--- src/rtl/pc_gen.sv ---
// -----------------------------------------------------------------------------
// pc_gen -- fetch-stage next-PC generator with a circular return-address stack.
//
// Holds the fetch PC and selects the next one. Priority, highest first:
// reset, execute-stage redirect, stall, decode-stage jump/call/return,
// sequential advance.
//
// Ports:
//   clk, rst            clock; synchronous active-high reset
//   stall               hold PC and RAS; decode requests ignored
//   redirect_valid/_pc  execute-stage redirect; wins over stall and decode
//   dec_jump/_target    decode-stage jump; target is also the return fallback
//   dec_call/_link      push return address (qualified by dec_jump)
//   dec_ret             return to RAS top (qualified by dec_jump)
//   pc                  registered fetch PC
//   pc_plus             pc + INSN_BYTES, combinational, wraps
//   ras_top             current RAS top entry, 0 when empty
//   ras_count           number of valid RAS entries (saturates at RAS_DEPTH)
//   ras_empty/ras_full  RAS status flags
// -----------------------------------------------------------------------------
module pc_gen #(
    parameter int unsigned       WIDTH      = 32,
    parameter logic [WIDTH-1:0]  RESET_PC   = '0,
    parameter int unsigned       INSN_BYTES = 4,
    parameter int unsigned       RAS_DEPTH  = 4
) (
    input  logic                          clk,
    input  logic                          rst,
    input  logic                          stall,
    input  logic                          redirect_valid,
    input  logic [WIDTH-1:0]              redirect_pc,
    input  logic                          dec_jump,
    input  logic [WIDTH-1:0]              dec_target,
    input  logic                          dec_call,
    input  logic [WIDTH-1:0]              dec_link,
    input  logic                          dec_ret,
    output logic [WIDTH-1:0]              pc,
    output logic [WIDTH-1:0]              pc_plus,
    output logic [WIDTH-1:0]              ras_top,
    output logic [$clog2(RAS_DEPTH):0]    ras_count,
    output logic                          ras_empty,
    output logic                          ras_full
);

    localparam int unsigned PTR_W = $clog2(RAS_DEPTH);
    localparam int unsigned CNT_W = PTR_W + 1;

    if (RAS_DEPTH < 2 || (RAS_DEPTH & (RAS_DEPTH - 1)) != 0) begin : g_bad_depth
        $error("pc_gen: RAS_DEPTH must be a power of two and at least 2");
    end

    // Stack operation selected for this cycle.
    typedef enum logic [1:0] {
        RAS_HOLD,
        RAS_PUSH,
        RAS_POP,
        RAS_SWAP   // call through a return: pop then push == overwrite top
    } ras_op_e;

    logic [WIDTH-1:0] pc_q, pc_d;
    logic [WIDTH-1:0] ras_mem_q [RAS_DEPTH];
    logic [WIDTH-1:0] ras_mem_d [RAS_DEPTH];
    logic [PTR_W-1:0] ras_ptr_q, ras_ptr_d;
    logic [CNT_W-1:0] ras_count_q, ras_count_d;
    logic [PTR_W-1:0] ptr_inc, ptr_dec;
    ras_op_e          ras_op;

    // Outputs follow registered state.
    assign pc        = pc_q;
    assign pc_plus   = pc_q + WIDTH'(INSN_BYTES);
    assign ras_count = ras_count_q;
    assign ras_empty = (ras_count_q == '0);
    assign ras_full  = (ras_count_q == CNT_W'(RAS_DEPTH));
    assign ras_top   = ras_empty ? '0 : ras_mem_q[ras_ptr_q];

    // The pointer always addresses the top entry; the buffer is a power of
    // two, so natural wrap of the pointer gives the circular behaviour and a
    // push when full overwrites the oldest entry.
    assign ptr_inc = ras_ptr_q + PTR_W'(1);
    assign ptr_dec = ras_ptr_q - PTR_W'(1);

    // Next-PC selection and RAS operation decode.
    always_comb begin
        pc_d   = pc_plus;
        ras_op = RAS_HOLD;
        if (redirect_valid) begin
            pc_d = redirect_pc;
        end else if (stall) begin
            pc_d = pc_q;
        end else if (dec_jump) begin
            if (dec_ret && !ras_empty) begin
                pc_d   = ras_top;
                ras_op = dec_call ? RAS_SWAP : RAS_POP;
            end else begin
                // Plain jump, call, or return with nothing predicted.
                pc_d = dec_target;
                if (dec_call) begin
                    ras_op = RAS_PUSH;
                end
            end
        end
    end

    // RAS next state.
    always_comb begin
        ras_mem_d   = ras_mem_q;
        ras_ptr_d   = ras_ptr_q;
        ras_count_d = ras_count_q;
        unique case (ras_op)
            RAS_PUSH: begin
                ras_ptr_d          = ptr_inc;
                ras_mem_d[ptr_inc] = dec_link;
                if (!ras_full) begin
                    ras_count_d = ras_count_q + CNT_W'(1);
                end
            end
            RAS_POP: begin
                ras_ptr_d   = ptr_dec;
                ras_count_d = ras_count_q - CNT_W'(1);
            end
            RAS_SWAP: begin
                ras_mem_d[ras_ptr_q] = dec_link;
            end
            default: begin
            end
        endcase
    end

    always_ff @(posedge clk) begin
        if (rst) begin
            pc_q        <= RESET_PC;
            ras_ptr_q   <= '0;
            ras_count_q <= '0;
            ras_mem_q   <= '{default: '0};
        end else begin
            pc_q        <= pc_d;
            ras_ptr_q   <= ras_ptr_d;
            ras_count_q <= ras_count_d;
            ras_mem_q   <= ras_mem_d;
        end
    end

endmodule

--- config.mk ---
export PLATFORM = sky130hd
export DESIGN_NAME = pc_gen
export DESIGN_NICKNAME = d
export VERILOG_FILES = /design/src/rtl/pc_gen.sv
export SDC_FILE = /design/constraint.sdc
export NUM_CORES = 1
export LEC_CHECK = 0
export BUFFER_PORTS_ARGS = -buffer_cell sky130_fd_sc_hd__buf_2
export CORE_AREA = 5 5 139 128
export CTS_CLUSTER_DIAMETER = 80
export DETAILED_ROUTE_END_ITERATION = 10
export DIE_AREA = 0 0 144 133
export HOLD_SLACK_MARGIN = 0.06
export PLACE_DENSITY = 0.84
export SYNTH_ARGS = -nofsm -noshare
export SYNTH_HDL_FRONTEND = slang
export SYNTH_SLANG_ARGS = --single-unit
--- constraint.sdc ---
create_clock -name clk -period 2.7 [get_ports clk]
set_input_delay 0.135 -clock clk [delete_from_list [all_inputs] [get_ports clk]]
set_output_delay 0.135 -clock clk [all_outputs]
set_load 0.005 [all_outputs]
==> results of run 1 <==
==> layer usage <==
| metal | vias up | part of all wire | global-route usage |
|---|---|---|---|
| met4 | 2 | 0.030 | 0.1093 |
| li1 | 4158 | - | - |
| met3 | 79 | 0.10 | 0.05927 |
| met1 | 4158 | 0.38 | 0.3564 |
| met5 | - | 0.00025 | 0 |
| met2 | 537 | 0.48 | 0.4819 |
==> sequential cells by signal, indices dropped and copies added (netlist names) <==
signal,count
pc,32
ras_count,3
ras_ptr_q,2
ras_mem_q,128
==> metrics by stage <==
stage / area [um2] / total power [mW] / instances / setup slack, ps / utilization
after floorplan: 8511 / 2.926 / 1082 / 295.7 / -
after global placement: 9783 / 3.211 / 1451 / 405.7 / 0.5971
after detailed placement: 9783 / 3.220 / 1451 / 339.5 / 0.5971
after CTS: 10870 / 5.645 / 1532 / 99.95 / 0.6637
after global routing: 10880 / 5.817 / 1533 / 58.20 / 0.6641
final: 10880 / 5.643 / 1533 / 140.2 / 0.6641
==> layout by cell type (no fill, tap or decap), drive strengths merged, types with 4 or more instances in the layout <==
master / instances
nand2b: 6
o21a: 4
or2: 6
ha: 10
nand2: 335
xnor2: 20
mux4: 32
a31oi: 10
o22ai: 4
a221o: 4
mux2i: 7
inv: 26
o21ai: 13
o221a: 4
nand4: 10
dlygate4sd3: 51
clkbuf: 20
nor4: 5
and3: 13
dfxtp: 165
a21oi: 150
nor2: 35
buf: 244
mux2: 4
a311oi: 9
a221oi: 5
nand3: 26
nor2b: 32
clkinv: 5
xor2: 10
nor3: 9
o211ai: 5
==> cell families after synthesis <==
kind of cell,synth area share
AND/OR/NAND/NOR,0.2490
adder cells (fa/ha/maj),0.01705
XOR/XNOR,0.03087
AO/OA/AOI/OAI,0.1645
flip-flops,0.3881
multiplexers,0.09821
buffers and inverters,0.05219
==> repair_timing <==
| action | CTS | global route |
|---|---|---|
| buffers inserted | 0 | 0 |
| hold buffers | 51 | 0 |
| gates resized for setup | 0 | 2 |
| hold endpoints to repair | 147 | 0 |
| setup endpoints to repair | 0 | 3 |
==> cell usage after synthesis, types with 10 or more instances <==
cell	count
nand2_1	335
mux4_2	32
xor2_1	10
buf_2	14
o21ai_0	13
a31oi_1	10
a21oi_1	150
xnor2_1	20
clkbuf_1	64
and3_1	13
nor2b_1	32
nand3_1	25
ha_1	10
nor2_1	35
dfxtp_1	165
inv_1	24
==> power groups by stage <==
stage | Sequential (mW) | Clock, mW | Combinational [mW]
2_1_floorplan | 2.59 | 0 | 0.332
3_3_place_gp | 2.61 | 0 | 0.606
3_5_place_dp | 2.61 | 0 | 0.613
4_1_cts | 2.55 | 2.42 | 0.673
5_1_grt | 2.56 | 2.51 | 0.743
6_report | 2.56 | 2.40 | 0.684
==> final timing paths <==
check / start / to / slack [ps] / depth (start not counted)
max: pc[17] / pc_plus[26] / 140 / 6
min: redirect_pc[15] / pc[15] / 90 / 4
max reg2reg: ras_count[2] / ras_mem_q[25] / 310 / 9
min reg2reg: ras_mem_q[80] / ras_mem_q[80] / 450 / 2
==> cell type report <==
type	instances	area, um2
Clock inverter	10	123.9
Fill cell	1327	5504
Clock buffer	20	456.7
Timing Repair Buffer	295	1849
Inverter	25	93.84
Sequential cell	165	3306
Tap cell	211	264.0
Antenna cell	1	2.502
Multi-Input combinational cell	806	4785
==> worst max-delay path, delay by kind of cell, from the launching register on <==
family | cells | cell delay, ps
AND/OR/NAND/NOR | 3 | 1090
flip-flops | 1 | 460
buffers and inverters | 2 | 230
XOR/XNOR | 1 | 230
==> impl_metrics.yaml, run 1 <==
cts:
  clock_latency_ps: 430
  cts.reportedPaths.clkPinSlew_ps: 60
  cts_buffer_depth: 2
  cts_tree: "built"
  htree_levels: 4
  clockRootBuffer: "clkbuf_16"
  cts_buffers: 17
  cts.sinks: 165
drt:
  dr_total_vias: 8934
  drt-total-wl_um: 28350
  dr.pass1.iters: 5
  drc: 0
  ant_nets: 0
  avgViaCountPerCell: 5.828
  drt_first_iter_violations: 790
  wire_per_inst_um: 18.49
synthesis:
  avgSynthCellArea_um2: 7.866
  yosys_warnings: 0
  synth.net_count: 1196
  synthDistinctLibCells: 57
  syn_inst: 1082
  synthFlopType: "dfxtp_1"
  yosys.area.top_type: "dfxtp_1"
  async_reset_ff_frac: 0
  synth_seq_cells: 165
  yosysSeqAreaShare: 0.3881
  synth-edff-count: 0
  syn_area_um2: 8511
  synth_top_area_frac: 0.3881
  ys_top_cells_by_area: "dfxtp_1 (39%), nand2_1 (15%), a21oi_1 (8.8%)"
power:
  power_density_nw_per_um2: 518.7
  ir_worst_vdd_uv: 443.6
  p_comb_frac: 0.121
  clockPowerShare: 0.426
  power.internal_mw: 4.207
  leakagePower_nw: 4.317
  seqPwrFrac: 0.453
  switching_share: 0.2545
  power.switching_mw: 1.436
floorplanning:
  die_x_um: 144
  dieArea_um2: 19150
  initial_core_util: 0.5194
  num_rows: 45
  coreArea_um2: 16380
  die_h_um: 133
  io_pins: 204
worst_setup_path:
  cp_data_required_time_ps: 2570
  slowest_stage: "or4_1"
  worst_setup_path_start_kind: "flop"
  crit_chain: "nand4_1, or4_1, inv_1, nand4_1, xnor2_1, buf_2"
  crit_type: "reg2out"
  arrival_ps: 2420
  cp-end-kind: "output pin"
  crit_fanout: 7
  slowest_delay_ps: 600
  critPathMostFrequentCell: "nand4_1"
final_layout:
  area_growth_pct: 27.84
  drive_gt1_frac: 0.2513
  layout.nets: 1424
worst_hold_path:
  hp-class: "in2reg"
timing:
  worst_pin_slew_ps: 788.1
  setup_viol: 0
  finalClockSkew_ps: 8.020
  final_max_slew_viol_count: 0
  slew_headroom: 0.4746
  fin_crit_ps: 2560
  tns_ps: 0
  rsz0062_at_grt: "no"
  hold_viol_final: 0
  min_period_over_period: 0.9481
  clock.fmax_ghz: 0.3907
  holdWs_ps: 90.44
global_route:
  grt_pass1_wl_um: 43820
  grt-ovfl-total: 0
  grt_usage: 0.2855
  antenna_found_initial: 2
  grt_start_max_net_pins: 79
  grt_pass1_vias: 8563
status:
  outcome: "completed"
flow_run:
  maxCapViolCount: 0
place:
  dp_hpwl_um: 19540
  portBuffers: 203
  gp_congestion: 0.9363
Power figures use the tool's default switching activity.
==> inputs of run 2 (changes only) <==
Settings changed: ABC_AREA from default to 1, CORE_AREA 5 5 139 128 to 5 5 143 131, DIE_AREA 0 0 144 133 to 0 0 148 136.
==> run 2 against run 1 <==
Register-to-register slack worse by 95 ps; area after synthesis grew 7.9%; hold slack got worse by 13 ps; final cell count grew 21%; critical path type is now reg2reg; sequential power about the same; clock skew grew 3.2 ps; largest power group unchanged; fmax is 3.0% higher; die area up 5.1%.
==> impl_metrics.yaml, run 2 <==
drt:
  drc: 0
  avgViaCountPerCell: 5.549
  drt-total-wl_um: 31500
  drt_first_iter_violations: 1193
  ant_nets: 0
  wire_per_inst_um: 16.93
  dr_total_vias: 10330
  dr.pass1.iters: 5
final_layout:
  regMostFlops: "ras_mem_q"
  insertedDiodeCount: 0
  utilization: 0.6508
  fillers: 1553
  mostFrequentLayoutCells: "nor2_1 (345), nand2_1 (331), buf_2 (203), o21ai_0 (174), dfxtp_1 (164)"
  drive_gt1_frac: 0.1878
  fin_cells: 1861
  final_common_cell: "nor2_1"
  layout.nets: 1746
  area_growth_pct: 21.95
  largest_reg_flops: 128
power:
  power_density_nw_per_um2: 516.6
  switching_share: 0.2757
  ir_worst_vdd_uv: 467.6
  leakagePower_nw: 4.957
  p_comb_frac: 0.144
  power.switching_mw: 1.595
  seqPwrFrac: 0.443
  power.internal_mw: 4.191
  clockPowerShare: 0.412
worst_setup_path:
  cp-end-kind: "flop"
  crit_fanout: 22
  worst_setup_path_start_kind: "flop"
  crit_chain: "inv_1, nand3_1, nand2_1, inv_2, nand2_1, inv_1, ha_2, mux2_2, nand2_4, clkinv_2, buf_12, nor2_1, nor2_1"
  r2r_slack_ps: 210
  slowest_stage: "dfxtp_1"
  arrival_ps: 2800
  cp_data_required_time_ps: 3020
  crit_type: "reg2reg"
  slowest_delay_ps: 410
place:
  placedCellCount: 1788
  dp_hpwl_um: 21780
  gp_congestion: 0.9871
  portBuffers: 203
synthesis:
  synthDistinctLibCells: 45
  syn_inst: 1427
  synth.net_count: 1541
  avgSynthCellArea_um2: 6.436
  synthFlopType: "dfxtp_1"
  synth_seq_cells: 165
  yosys.area.top_type: "dfxtp_1"
  ys_top_cells_by_area: "dfxtp_1 (36%), nor2_1 (14%), nand2_1 (14%)"
  yosys_warnings: 0
  async_reset_ff_frac: 0
  yosysSeqAreaShare: 0.3597
  synth-edff-count: 0
  synth_top_area_frac: 0.3597
  syn_area_um2: 9184
  synth_most_common_cell: "nor2_1"
  yosys-top-cells-count: "nor2_1 (345), nand2_1 (331), o21ai_0 (174), dfxtp_1 (165), inv_1 (73)"
timing:
  finalClockSkew_ps: 11.26
  min_period_over_period: 0.9205
  final_max_slew_viol_count: 0
  rsz0062_at_grt: "no"
  worst_pin_slew_ps: 745.2
  setup_viol: 0
  hold_viol_final: 0
  slew_headroom: 0.5027
  tns_ps: 0
  fin_crit_ps: 2485
  clock.fmax_ghz: 0.4024
floorplanning:
  die_x_um: 148
  io_pins: 204
  coreArea_um2: 17210
  die_h_um: 136
  num_rows: 46
  initial_core_util: 0.5337
  dieArea_um2: 20130
global_route:
  grt_pass1_wl_um: 49360
  antenna_found_initial: 0
  grt-ovfl-total: 0
  grt_start_max_net_pins: 64
  grt_pass1_vias: 9440
  grt_usage: 0.3066
cts:
  cts_buffers: 17
  cts_tree: "built"
  clockRootBuffer: "clkbuf_16"
  cts.sinks: 165
  cts.reportedPaths.clkPinSlew_ps: 60
  clock_latency_ps: 430
  cts_buffer_depth: 2
  htree_levels: 4
flow_run:
  maxCapViolCount: 0
status:
  outcome: "completed"
worst_hold_path:
  hp-class: "in2reg"
-- run 2: repair_timing --
item,in CTS,in global routing
gates resized for setup,0,3
hold buffers,41,0
setup endpoints to repair,0,55
setup buffers,0,0
hold endpoints to repair,135,0
-- run 2: path summary, 6_finish.rpt --
| check | start | end | cells after the start |
|---|---|---|---|
| setup / recovery | ras_count[0] | ras_mem_q[56] | 13 |
| hold / removal | redirect_pc[16] | pc[16] | 5 |
| setup reg to reg | ras_count[0] | ras_mem_q[56] | 13 |
| hold reg to reg | ras_mem_q[101] | ras_mem_q[101] | 2 |
-- run 2: power by group through the flow --
stage	clock network (mW)	logic, mW	registers [mW]
3_5_place_dp	0	0.770	2.62
3_3_place_gp	0	0.759	2.61
6_report	2.39	0.835	2.57
4_1_cts	2.39	0.821	2.56
2_1_floorplan	0	0.452	2.60
5_1_grt	2.48	0.921	2.57
-- run 2: cells by family after synthesis --
family                     share of synthesized area
AOI/OAI and AO/OA                             0.1662
xor gates and xnor gates                     0.01144
adders and majority gates                    0.01580
buffers and inverters                        0.09128
DFF                                           0.3597
muxes                                       0.004904
and+or+nand+nor                               0.3507
-- run 2: worst max-delay path, delay by kind of cell, from the launching register on --
kind	cells	cell delay, ps
DFF	1	410
muxes	1	380
buffers and inverters	5	710
adders and majority gates	1	240
and+or+nand+nor	6	640
-- run 2: cell type report --
cell class	count	area, um2	area share
clock buffer	20	436.7	0.03899
clock inverter	12	128.9	0.01151
inverter	82	320.3	0.02860
multi-input combinational	1093	5045	0.4505
sequential	165	3304	0.2951
tap	216	270.3	0.02413
timing repair buffer	273	1694	0.1513
-- run 2: per-stage QoR --
| stage | hold slack [ps] | power [mW] | setup WS (ps) | cell area [um2] |
|---|---|---|---|---|
| global placement | 416.2 | 3.374 | 383.6 | 10220 |
| global route | 83.80 | 5.975 | 19.10 | 11200 |
| CTS | 64.10 | 5.773 | 138.2 | 11190 |
| floorplan | 282.4 | 3.054 | 484.6 | 9184 |
| detailed placement | 424.0 | 3.387 | 175.6 | 10220 |
| finish | 77.65 | 5.786 | 214.7 | 11200 |
-- run 2: metal layers --
metal / vias to the layer above / wire (um) / GRT usage
met5: - / 0 / 0
met4: 0 / 1072 / 0.1154
met3: 80 / 3147 / 0.06500
met2: 576 / 14330 / 0.4996
met1: 4703 / 12950 / 0.4017
li1: 4967 / - / -
